`config.mk`:
```
export PLATFORM = sky130hd
export DESIGN_NAME = bin2bcd_seq
export DESIGN_NICKNAME = d
export VERILOG_FILES = /design/src/rtl/bin2bcd_seq.sv
export SDC_FILE = /design/constraint.sdc
export NUM_CORES = 1
export LEC_CHECK = 0
export BUFFER_PORTS_ARGS = -buffer_cell sky130_fd_sc_hd__buf_4
export CAP_MARGIN = 20
export CORE_ASPECT_RATIO = 0.75
export CORE_MARGIN = 4
export CORE_UTILIZATION = 41
export CTS_CLUSTER_SIZE = 8
export DETAILED_ROUTE_END_ITERATION = 16
export RECOVER_POWER = 25
export SKIP_CTS_REPAIR_TIMING = 1
export SYNTH_ARGS = -nofsm -noshare
export SYNTH_HDL_FRONTEND = slang
export SYNTH_SLANG_ARGS = --single-unit
export TNS_END_PERCENT = 10
```
`constraint.sdc`:
```
create_clock -name clk -period 1.78 [get_ports clk]
set_clock_uncertainty 0.15 [all_clocks]
set_input_delay 0.089 -clock clk [delete_from_list [all_inputs] [get_ports clk]]
set_output_delay 0.089 -clock clk [all_outputs]
set_load 0.05 [all_outputs]
```
`src/rtl/bin2bcd_seq.sv`:
```
// bin2bcd_seq: sequential shift-and-add-3 (double-dabble) binary-to-BCD converter.
// Latency: WIDTH+1 clocks from the accepting edge to the one-cycle done pulse; one conversion per WIDTH+2 clocks.
// Backpressure: start is honoured only while busy is low; requests made while busy are dropped, not queued.
module bin2bcd_seq #(
   parameter int WIDTH  = 8,
   parameter int DIGITS = 3
) (
   input  logic                  clk,
   input  logic                  rst,
   input  logic                  start,
   input  logic [WIDTH-1:0]      bin,
   output logic                  busy,
   output logic                  done,
   output logic [4*DIGITS-1:0]   bcd
);

   localparam int CW = $clog2(WIDTH + 1);
   localparam int SW = 4 * DIGITS;

   // True when DIGITS decimal digits can hold 2^WIDTH-1. p stays below 10*2^WIDTH,
   // so WIDTH+4 bits never overflow during the search.
   function automatic bit digits_fit();
      logic [WIDTH+3:0] max_val;
      logic [WIDTH+3:0] p;
      max_val = {4'd0, {WIDTH{1'b1}}};
      p       = {{(WIDTH+3){1'b0}}, 1'b1};
      for (int i = 0; i < DIGITS; i++) begin
         p = p * 10;
         if (p > max_val) return 1'b1;
      end
      return 1'b0;
   endfunction

   if (!digits_fit()) begin : g_digits_check
      $error("bin2bcd_seq: DIGITS too small to represent 2^WIDTH-1");
   end

   typedef enum logic [1:0] {
      S_IDLE  = 2'd0,
      S_SHIFT = 2'd1,
      S_DONE  = 2'd2
   } state_t;

   state_t            state;
   state_t            state_nx;
   logic [SW-1:0]     scratch;
   logic [WIDTH-1:0]  sh;
   logic [CW-1:0]     cnt;
   logic [SW-1:0]     adj;
   logic [SW-1:0]     scratch_nx;
   logic [WIDTH-1:0]  sh_nx;
   logic              last;

   // The shift that moves cnt to WIDTH is the final one.
   assign last = (cnt == CW'(WIDTH - 1));

   // Per-nibble add-3 correction; nibbles are independent, no carries between them.
   always_comb begin
      adj = '0;
      for (int i = 0; i < DIGITS; i++) begin
         if (scratch[4*i +: 4] >= 4'd5)
            adj[4*i +: 4] = scratch[4*i +: 4] + 4'd3;
         else
            adj[4*i +: 4] = scratch[4*i +: 4];
      end
   end

   // One-bit left shift of {scratch, sh}; the MSB of sh feeds bit 0 of scratch.
   always_comb begin
      scratch_nx = {adj[SW-2:0], sh[WIDTH-1]};
      sh_nx      = sh << 1;
   end

   // State register.
   always_ff @(posedge clk or posedge rst) begin
      if (rst) state <= S_IDLE;
      else     state <= state_nx;
   end

   // Next-state decode.
   always_comb begin
      state_nx = state;
      case (state)
         S_IDLE:  if (start) state_nx = S_SHIFT;
         S_SHIFT: if (last)  state_nx = S_DONE;
         S_DONE:             state_nx = S_IDLE;
         default:            state_nx = S_IDLE;
      endcase
   end

   // Working registers and result; bcd is loaded only on the edge entering DONE.
   always_ff @(posedge clk or posedge rst) begin
      if (rst) begin
         scratch <= '0;
         sh      <= '0;
         cnt     <= '0;
         bcd     <= '0;
      end else begin
         case (state)
            S_IDLE: begin
               if (start) begin
                  sh      <= bin;
                  scratch <= '0;
                  cnt     <= '0;
               end
            end
            S_SHIFT: begin
               scratch <= scratch_nx;
               sh      <= sh_nx;
               cnt     <= cnt + CW'(1);
               if (last) bcd <= scratch_nx;
            end
            default: ;
         endcase
      end
   end

   // Moore outputs decoded straight from the state register.
   assign busy = (state != S_IDLE);
   assign done = (state == S_DONE);

endmodule

```
## Word level (Yosys, flattened, before mapping)

Cells that the tools add are included.

| cells by class | value |
|---|---|
| multiplexer cells | 12 |
| add/sub/neg operators | 4 |
| equal/unequal tests | 5 |
| $lt $le $gt $ge | 3 |
| reduce and logical (&&, ||, !) cells | 6 |

Operator list:

| operator | count |
|---|---|
| 12-bit case mux with 2 select lines | 1 |
| 8-bit case mux with 2 select lines | 1 |
| 4-bit by 3-bit greater-or-equal comparator with 1-bit output, second input constant | 3 |
| 12-bit two-way mux | 1 |
| 4-bit two-way mux | 3 |
| 4-bit by 2-bit adder with 4-bit output, second input constant | 2 |
| 8-bit two-way mux | 1 |
| 4-bit case mux with 2 select lines | 1 |
| 2-bit AND reduction | 3 |
| 4-bit by 1-bit adder with 4-bit output, second input constant | 1 |
| 4-bit by 3-bit == test with 1-bit output, second input constant | 1 |
| 2-bit two-way mux | 2 |
| 2-bit != test, second input constant | 2 |
| 2-bit case mux with 2 select lines | 1 |
| 2-bit nonzero test | 2 |
| 3-bit by 2-bit adder with 3-bit output, second input constant | 1 |
| 3-bit two-way mux | 1 |
| 2-bit by 1-bit == test with 1-bit output, second input constant | 1 |
| 2-bit == test, second input constant | 1 |
| 2-bit zero test | 1 |

| word-level totals | value |
|---|---|
| register bits | 38 |
| input bits | 11 |
| logic and storage cells | 35 |
| output and inout port bits | 14 |

## Longest topological paths before layout

Gate-level depths: netlist (run 1).

| logic depth | value |
|---|---|
| depth after elaboration | 3 |
| gate-level depth with buffers | 6 |
| mapped depth without buffers | 6 |

## Worst setup path after synthesis (run 1)

OpenSTA, ideal clock, no wires.

| timing path | value |
|---|---|
| kind | reg2reg |
| start point | register scratch[0] |
| end point | register scratch[2] |
| stages on the path, launching flop included | 6 |
| buffers on the path | 0 |
| arrival time | 1,419 ps |
| setup slack | 128 ps |
| period minus slack after synthesis | 1,652 ps |
| library setup time | 83 ps |
| required time | 1,547 ps |
| cell sequence | dfrtp_1 > ha_1 > nand2b_1 > a21oi_1 > mux2_2 > o21ai_0 |

| on the way | value |
|---|---|
| cells in the longest elaborated chain, start to end | 3 |
| elaborated cells on any way between the ends | 4 |
| classes of those cells | 1 x add/sub; 1 x order compare; 2 x mux |

Ends and longest elaborated chain:

| what | RTL line | source |
|---|---|---|
| from (decl) | 46 | `logic [SW-1:0] scratch;` |
| from (signal assigned) | 108 | `scratch <= scratch_nx;` |
| 4-bit by 2-bit adder with 4-bit output / 4-bit by 3-bit greater-or-equal comparator with 1-bit output (equally long branches) | 62, 61 |  |
| 4-bit two-way mux * | 61 | `if (scratch[4*i +: 4] >= 4'd5)` |
| 12-bit case mux with 2 select lines * | 99 | `case (state)` |

Every way passes the cells marked *; elsewhere a longest branch is shown, timed or not.
A chain may end at the register's enable or synchronous reset.

## Worst setup path after layout (run 1)

| timing path | value |
|---|---|
| start point | register scratch[0] |
| end point | register bcd[2] |

| on the way | value |
|---|---|
| cells in the longest elaborated chain, start to end | 2 |
| elaborated cells on any way between the ends | 3 |
| classes of those cells | 1 x add/sub; 1 x order compare; 1 x mux |

Ends and longest elaborated chain:

| what | RTL line | source |
|---|---|---|
| 4-bit by 2-bit adder with 4-bit output / 4-bit by 3-bit greater-or-equal comparator with 1-bit output (equally long branches) | 62, 61 |  |
| 4-bit two-way mux * | 61 |  |
| to (signal assigned) | 111 | `if (last) bcd <= scratch_nx;` |
| to (decl) | 14 | `output logic [4*DIGITS-1:0] bcd` |

Marks and branches as above.

==> metrics.cfg, run 1 <==
[clock_tree]
htree_levels=2
numCtsBuffers=5
numClockSinks=38
clk_pin_slew_ns=0.08
clockRootBuffer=clkbuf_8
worstSkewPairLatency_ns=0.29
tritoncts=done
clock_path_buffers=2

[grt]
grt_pass1_wl_um=6640
gr-total-overflow=0
track_usage=0.150
grt_pass1_vias=1399
grt_max_degree=39
antenna_found_initial=0

[critical_path]
reg2reg_slack_ns=0.06
r2r-end=bcd[2]$_DFFE_PP0P_
rr_worst_depth=5
cp_max_fo=5
timing_worst_setup_path_type=register to register
end_kind=register
rr_startpoint=scratch[0]$_DFFE_PP0P_
cp-start-kind=register
required_ns=1.85
arrival_ns=1.79

[finish]
final_util=0.539
nets=233
area_growth_pct=22.0
drive_gt1_frac=0.279
fill_cells=389
n_antenna_cell=0

[hold_path]
hold_end=sh[0]$_DFFE_PP0P_
holdCritPathClass=input port to register
holdPathStages=5
hp-start=bin[0]

[place]
port_buffers=24
dp_hpwl_um=2610
gp_congestion=0.825

[floorplanning]
coreArea_mm2=0.00420
ios=25
rows=20
die-area_mm2=0.00568
dieWidth_um=85.7
die_h_um=66.3
start_util=0.441

[job]
max_cap_violations=0

[detailed_routing]
first_pass_iters=4
wl_met1_um=1800
drc_errors=0
top_layer=met4
vias=1390
viasPerCell=5.15
finalWirelength_um=3660
dr.first_iter.drc_count=89
route.met2.wl_um=1680
wl_per_cell_um=13.6
wl_met3_um=138
drtAntennaViolNets=0

[sta]
worstMarginPinSlew_ns=0.921
fin_crit_sh=0.968
setup_viol=0
hold_viol_final=0
slew_headroom=0.386
slew_violations=0
max_clock_freq_mhz=580
rsz0062_at_grt=yes
min_period_ns=1.72

[logic_synthesis]
ys_seq_area_frac=0.512
async_reset_ff_frac=1.00
synth-edff-count=0
yosys_warnings=0
avgSynthCellArea_um2=10.4
ys_seq_elements=38
synth-main-ff-cell=dfrtp_1
synthCells=179
syn_area_mm2=0.00186
syn_nets=197
ys_types=31

[pwr]
powerDensity_mw_per_mm2=2050
leakage_uw=0.00104
ir_worst_vdd_mv=1.07
total_power_uw=4650

[outcome]
status=finished, final reports clean

## synth_stat cells, types with 3 or more instances
cell type | count | area [um2]
a21oi_1 | 17 | 85.1
a22o_1 | 10 | 87.6
buf_2 | 4 | 20.0
dfrtp_1 | 38 | 951
ha_1 | 7 | 87.6
inv_1 | 8 | 30.0
mux2_2 | 3 | 33.8
mux2_4 | 3 | 45.0
nand2_1 | 21 | 78.8
nand2b_1 | 3 | 18.8
nor2_1 | 13 | 48.8
nor3b_1 | 8 | 60.1
o21ai_0 | 18 | 90.1
xnor2_1 | 3 | 26.3
## cell type report
cell class	instances	area, um2	area share
Clock buffer	5	68.8	0.0304
Sequential cell	38	952	0.420
Inverter	8	30.0	0.0133
Tap cell	55	68.8	0.0304
Timing Repair Buffer	38	303	0.134
Multi-Input combinational cell	124	832	0.367
Clock inverter	2	10.0	0.00442
## logic make-up (layout without fill, tap and decap cells)
logic type | Yosys count | count (layout) | share of synthesized area
muxes | 9 | 9 | 0.0600
buffers and inverters | 17 | 53 | 0.0472
AOI/OAI and AO/OA | 52 | 52 | 0.171
DFF | 38 | 38 | 0.512
and+or+nand+nor | 53 | 53 | 0.148
xor gates and xnor gates | 3 | 3 | 0.0142
adders and majority gates | 7 | 7 | 0.0472
## registers in the layout (all words and copies together) (netlist names)
register / count
bcd: 12
state: 2
scratch: 12
cnt: 4
sh: 8
## critical path, cell delays in order (launching register included)
cell      delay [ns]
dfrtp_2         0.44
ha_1            0.20
nand2b_1        0.16
a21oi_2         0.19
mux2_2          0.37
a21oi_1         0.15
## per-layer routing
layer / vias to the layer above / global-route usage
met2: 20 / 0.226
met1: 674 / 0.208
li1: 691 / -
met4: 0 / 0.0474
met3: 5 / 0.0411
met5: - / 0
## stage by stage
step                setup TNS [ns]  instances  hold WS, ns  worst slack, ns  area (um2)
floorplan                        0        179        0.131            0.128        1860
global placement                 0        260       0.0857           0.0854        2140
detailed placement         -0.0422        260       0.0939          -0.0237        2140
CTS                        -0.0803        267       -0.223          -0.0427        2220
global route               -0.0845        270       0.0981          -0.0338        2260
finish                           0        270       0.0862           0.0562        2260
## power by group
part           internal, uW  switching (uW)  total (uW)
logic                  1060            1460        2520
clock network           263             289         552
registers              1270             310        1580
## worst max-delay path by stage
stage | start | endpoint | slack, ns | cells past startpoint
floorplan | scratch[0]$_DFFE_PP0P_ | scratch[2]$_DFFE_PP0P_ | 0.13 | 5
global placement | scratch[0]$_DFFE_PP0P_ | scratch[2]$_DFFE_PP0P_ | 0.09 | 5
detailed placement | scratch[0]$_DFFE_PP0P_ | scratch[2]$_DFFE_PP0P_ | -0.02 | 5
CTS | scratch[0]$_DFFE_PP0P_ | scratch[2]$_DFFE_PP0P_ | -0.04 | 5
global route | scratch[0]$_DFFE_PP0P_ | scratch[2]$_DFFE_PP0P_ | -0.03 | 5
finish | scratch[0]$_DFFE_PP0P_ | bcd[2]$_DFFE_PP0P_ | 0.06 | 5
## placed cells by master, fill, tap and decap left out, types with 5 or more instances in the layout
master / instances
a21oi_1: 15
nor2_1: 13
a22o_1: 10
nor3b_1: 8
inv_1: 8
o21ai_0: 17
dfrtp_1: 37
nand2_1: 21
buf_4: 32
clkbuf_8: 5
No activity file was read; power rests on OpenSTA's default activity.
==> inputs of run 2 (changes only) <==
Settings changed: CORE_ASPECT_RATIO 0.75 to default.
==> run 2 against run 1 <==
Effect of this change: clock power grew 10%; flip-flop and latch count stayed put; setup slack improved by 0.021 ns; hold slack worse by 0.039 ns; sequential share of layout area fell by 0.46 points; final cell count unchanged; non-clock buffer count increased by 2; die area fell by 0.19%; global-route usage up 0.25 points; first-iteration DRC count down 18%; routed wire length is 5.6% higher; core utilization fell by 1.3 points; critical endpoint is now scratch[2]$_DFFE_PP0P_; largest cell class unchanged.
==> metrics.cfg, run 2 (synthesis results as in run 1) <==
[critical_path]
required_ns=1.84  ; about the same
cp-start-kind=register
end_kind=register
cp_max_fo=5  ; unchanged
timing_worst_setup_path_type=register to register
arrival_ns=1.76  ; -0.03 ns

[pwr]
total_power_uw=4790  ; +2.9%
p_int_uw=2680  ; +3.4%
powerDensity_mw_per_mm2=2090  ; +1.8%
p_clk_frac=0.127  ; +0.008
switching_share=0.440  ; -0.00283
ir_worst_vdd_mv=0.643  ; -40%
p_sw_uw=2110  ; +2.2%
leakage_uw=0.00106  ; +1.7%
seq_power_share=0.330  ; -0.009
combPwrFrac=0.543  ; about the same

[detailed_routing]
drc_errors=0  ; unchanged
wl_met1_um=1760  ; -2.5%
finalWirelength_um=3870  ; +5.6%
route.met2.wl_um=1900  ; +13%
top_layer=met4
drtAntennaViolNets=0  ; unchanged
wl_met3_um=147  ; +6.5%
vias=1401  ; +0.79%
first_pass_iters=4  ; unchanged
dr.first_iter.drc_count=73  ; -18%
viasPerCell=5.19  ; +0.79%
wl_per_cell_um=14.3  ; +5.6%

[floorplanning]
coreArea_mm2=0.00435  ; +3.6%
die-area_mm2=0.00567  ; -0.19%
dieWidth_um=75.3  ; -12%
start_util=0.426  ; -0.0152
die_h_um=75.3  ; +14%
ios=25  ; unchanged
rows=24  ; +20%

[clock_tree]
clk_pin_slew_ns=0.07  ; about the same
clock_path_buffers=2  ; unchanged
worstSkewPairLatency_ns=0.29  ; about the same
tritoncts=done
numCtsBuffers=5  ; unchanged
numClockSinks=38  ; unchanged
htree_levels=2  ; unchanged
clockRootBuffer=clkbuf_8

[finish]
fill_cells=406  ; +4.4%
multi_input_area_um2=846  ; +1.7%
mostFrequentLayoutCells=dfrtp_1, buf_4, nand2_1, o21ai_0, a21oi_1
final_util=0.526  ; -0.0128
n_antenna_cell=0  ; unchanged
final_common_cell=dfrtp_1
seq_area_um2=952  ; unchanged
area_growth_pct=23.4
nets=235  ; +0.86%
drive_gt1_frac=0.289  ; +0.00992
largestRegisters=bcd x12, scratch x12, sh x8

[grt]
grt_max_degree=39  ; unchanged
gr-total-overflow=0  ; unchanged
grt_pass1_wl_um=6440  ; -3.0%
track_usage=0.152  ; +0.00246
antenna_found_initial=0  ; unchanged
grt_pass1_vias=1420  ; +1.5%

[place]
dp_hpwl_um=2680  ; +2.8%
port_buffers=24  ; unchanged
gp_congestion=0.735  ; -11%

[sta]
hold_viol_final=0  ; unchanged
slew_headroom=0.371  ; -0.0147
max_clock_freq_mhz=587  ; +1.3%
min_period_ns=1.70  ; -0.0213 ns
fin_crit_sh=0.956  ; -0.0120
setup_tns_ns=0  ; unchanged
slew_violations=0  ; unchanged
rsz0062_at_grt=yes
setup_viol=0  ; unchanged
worstMarginPinSlew_ns=0.943  ; +0.0221 ns

[hold_path]
holdCritPathClass=input port to register

[outcome]
status=finished, final reports clean

[job]
max_cap_violations=0  ; unchanged

## run 2: stage by stage
step                cells  hold slack [ns]  instance area (um2)  worst slack [ns]
floorplan             179            0.131                 1860             0.128
global placement      258           0.0880                 2130            0.0876
detailed placement    258           0.0949                 2130           -0.0674
CTS                   266           -0.221                 2220           -0.0991
global route          270           0.0872                 2290          -0.00629
finish                270           0.0477                 2290            0.0775
## run 2: worst paths after layout
path,slack (ns),startpoint,to,depth (start not counted)
setup / recovery,0.08,scratch[0]$_DFFE_PP0P_,scratch[2]$_DFFE_PP0P_,5
hold / removal,0.05,bin[0],sh[0]$_DFFE_PP0P_,5
setup reg to reg,0.08,scratch[0]$_DFFE_PP0P_,scratch[2]$_DFFE_PP0P_,5
hold reg to reg,0.33,sh[4]$_DFFE_PP0P_,sh[4]$_DFFE_PP0P_,2
max in group asynchronous,0.34,rst,scratch[0]$_DFFE_PP0P_,4
min in group asynchronous,0.50,rst,bcd[1]$_DFFE_PP0P_,4
## run 2: cell type report
cell class | instances | share of cell area
flip-flops and latches | 38 | 0.416
multi-input cells | 124 | 0.369
repair buffers | 40 | 0.133
clock buffers | 7 | 0.0377
well taps | 52 | 0.0284
inverters | 8 | 0.0131
clock inverters | 1 | 0.00219
## run 2: power groups by stage
stage	logic [uW]	registers (uW)	clock network, uW
after global placement	2430	1550	0
after floorplan	1400	1990	0
after global routing	2840	1640	669
final	2600	1580	607
after detailed placement	2520	1580	0
after CTS	2540	1570	628
## run 2: critical path: stages, from the launching register on
cell and delay (ns):
dfrtp_2 0.44, ha_1 0.20, nand2b_1 0.17, a21oi_2 0.20, mux2_4 0.33, o21ai_1 0.14
## run 2: routing by layer
metal / vias up / track usage
met4: 0 / 0.0524
met2: 21 / 0.261
met3: 7 / 0.0454
li1: 691 / -
met1: 682 / 0.182
met5: - / 0
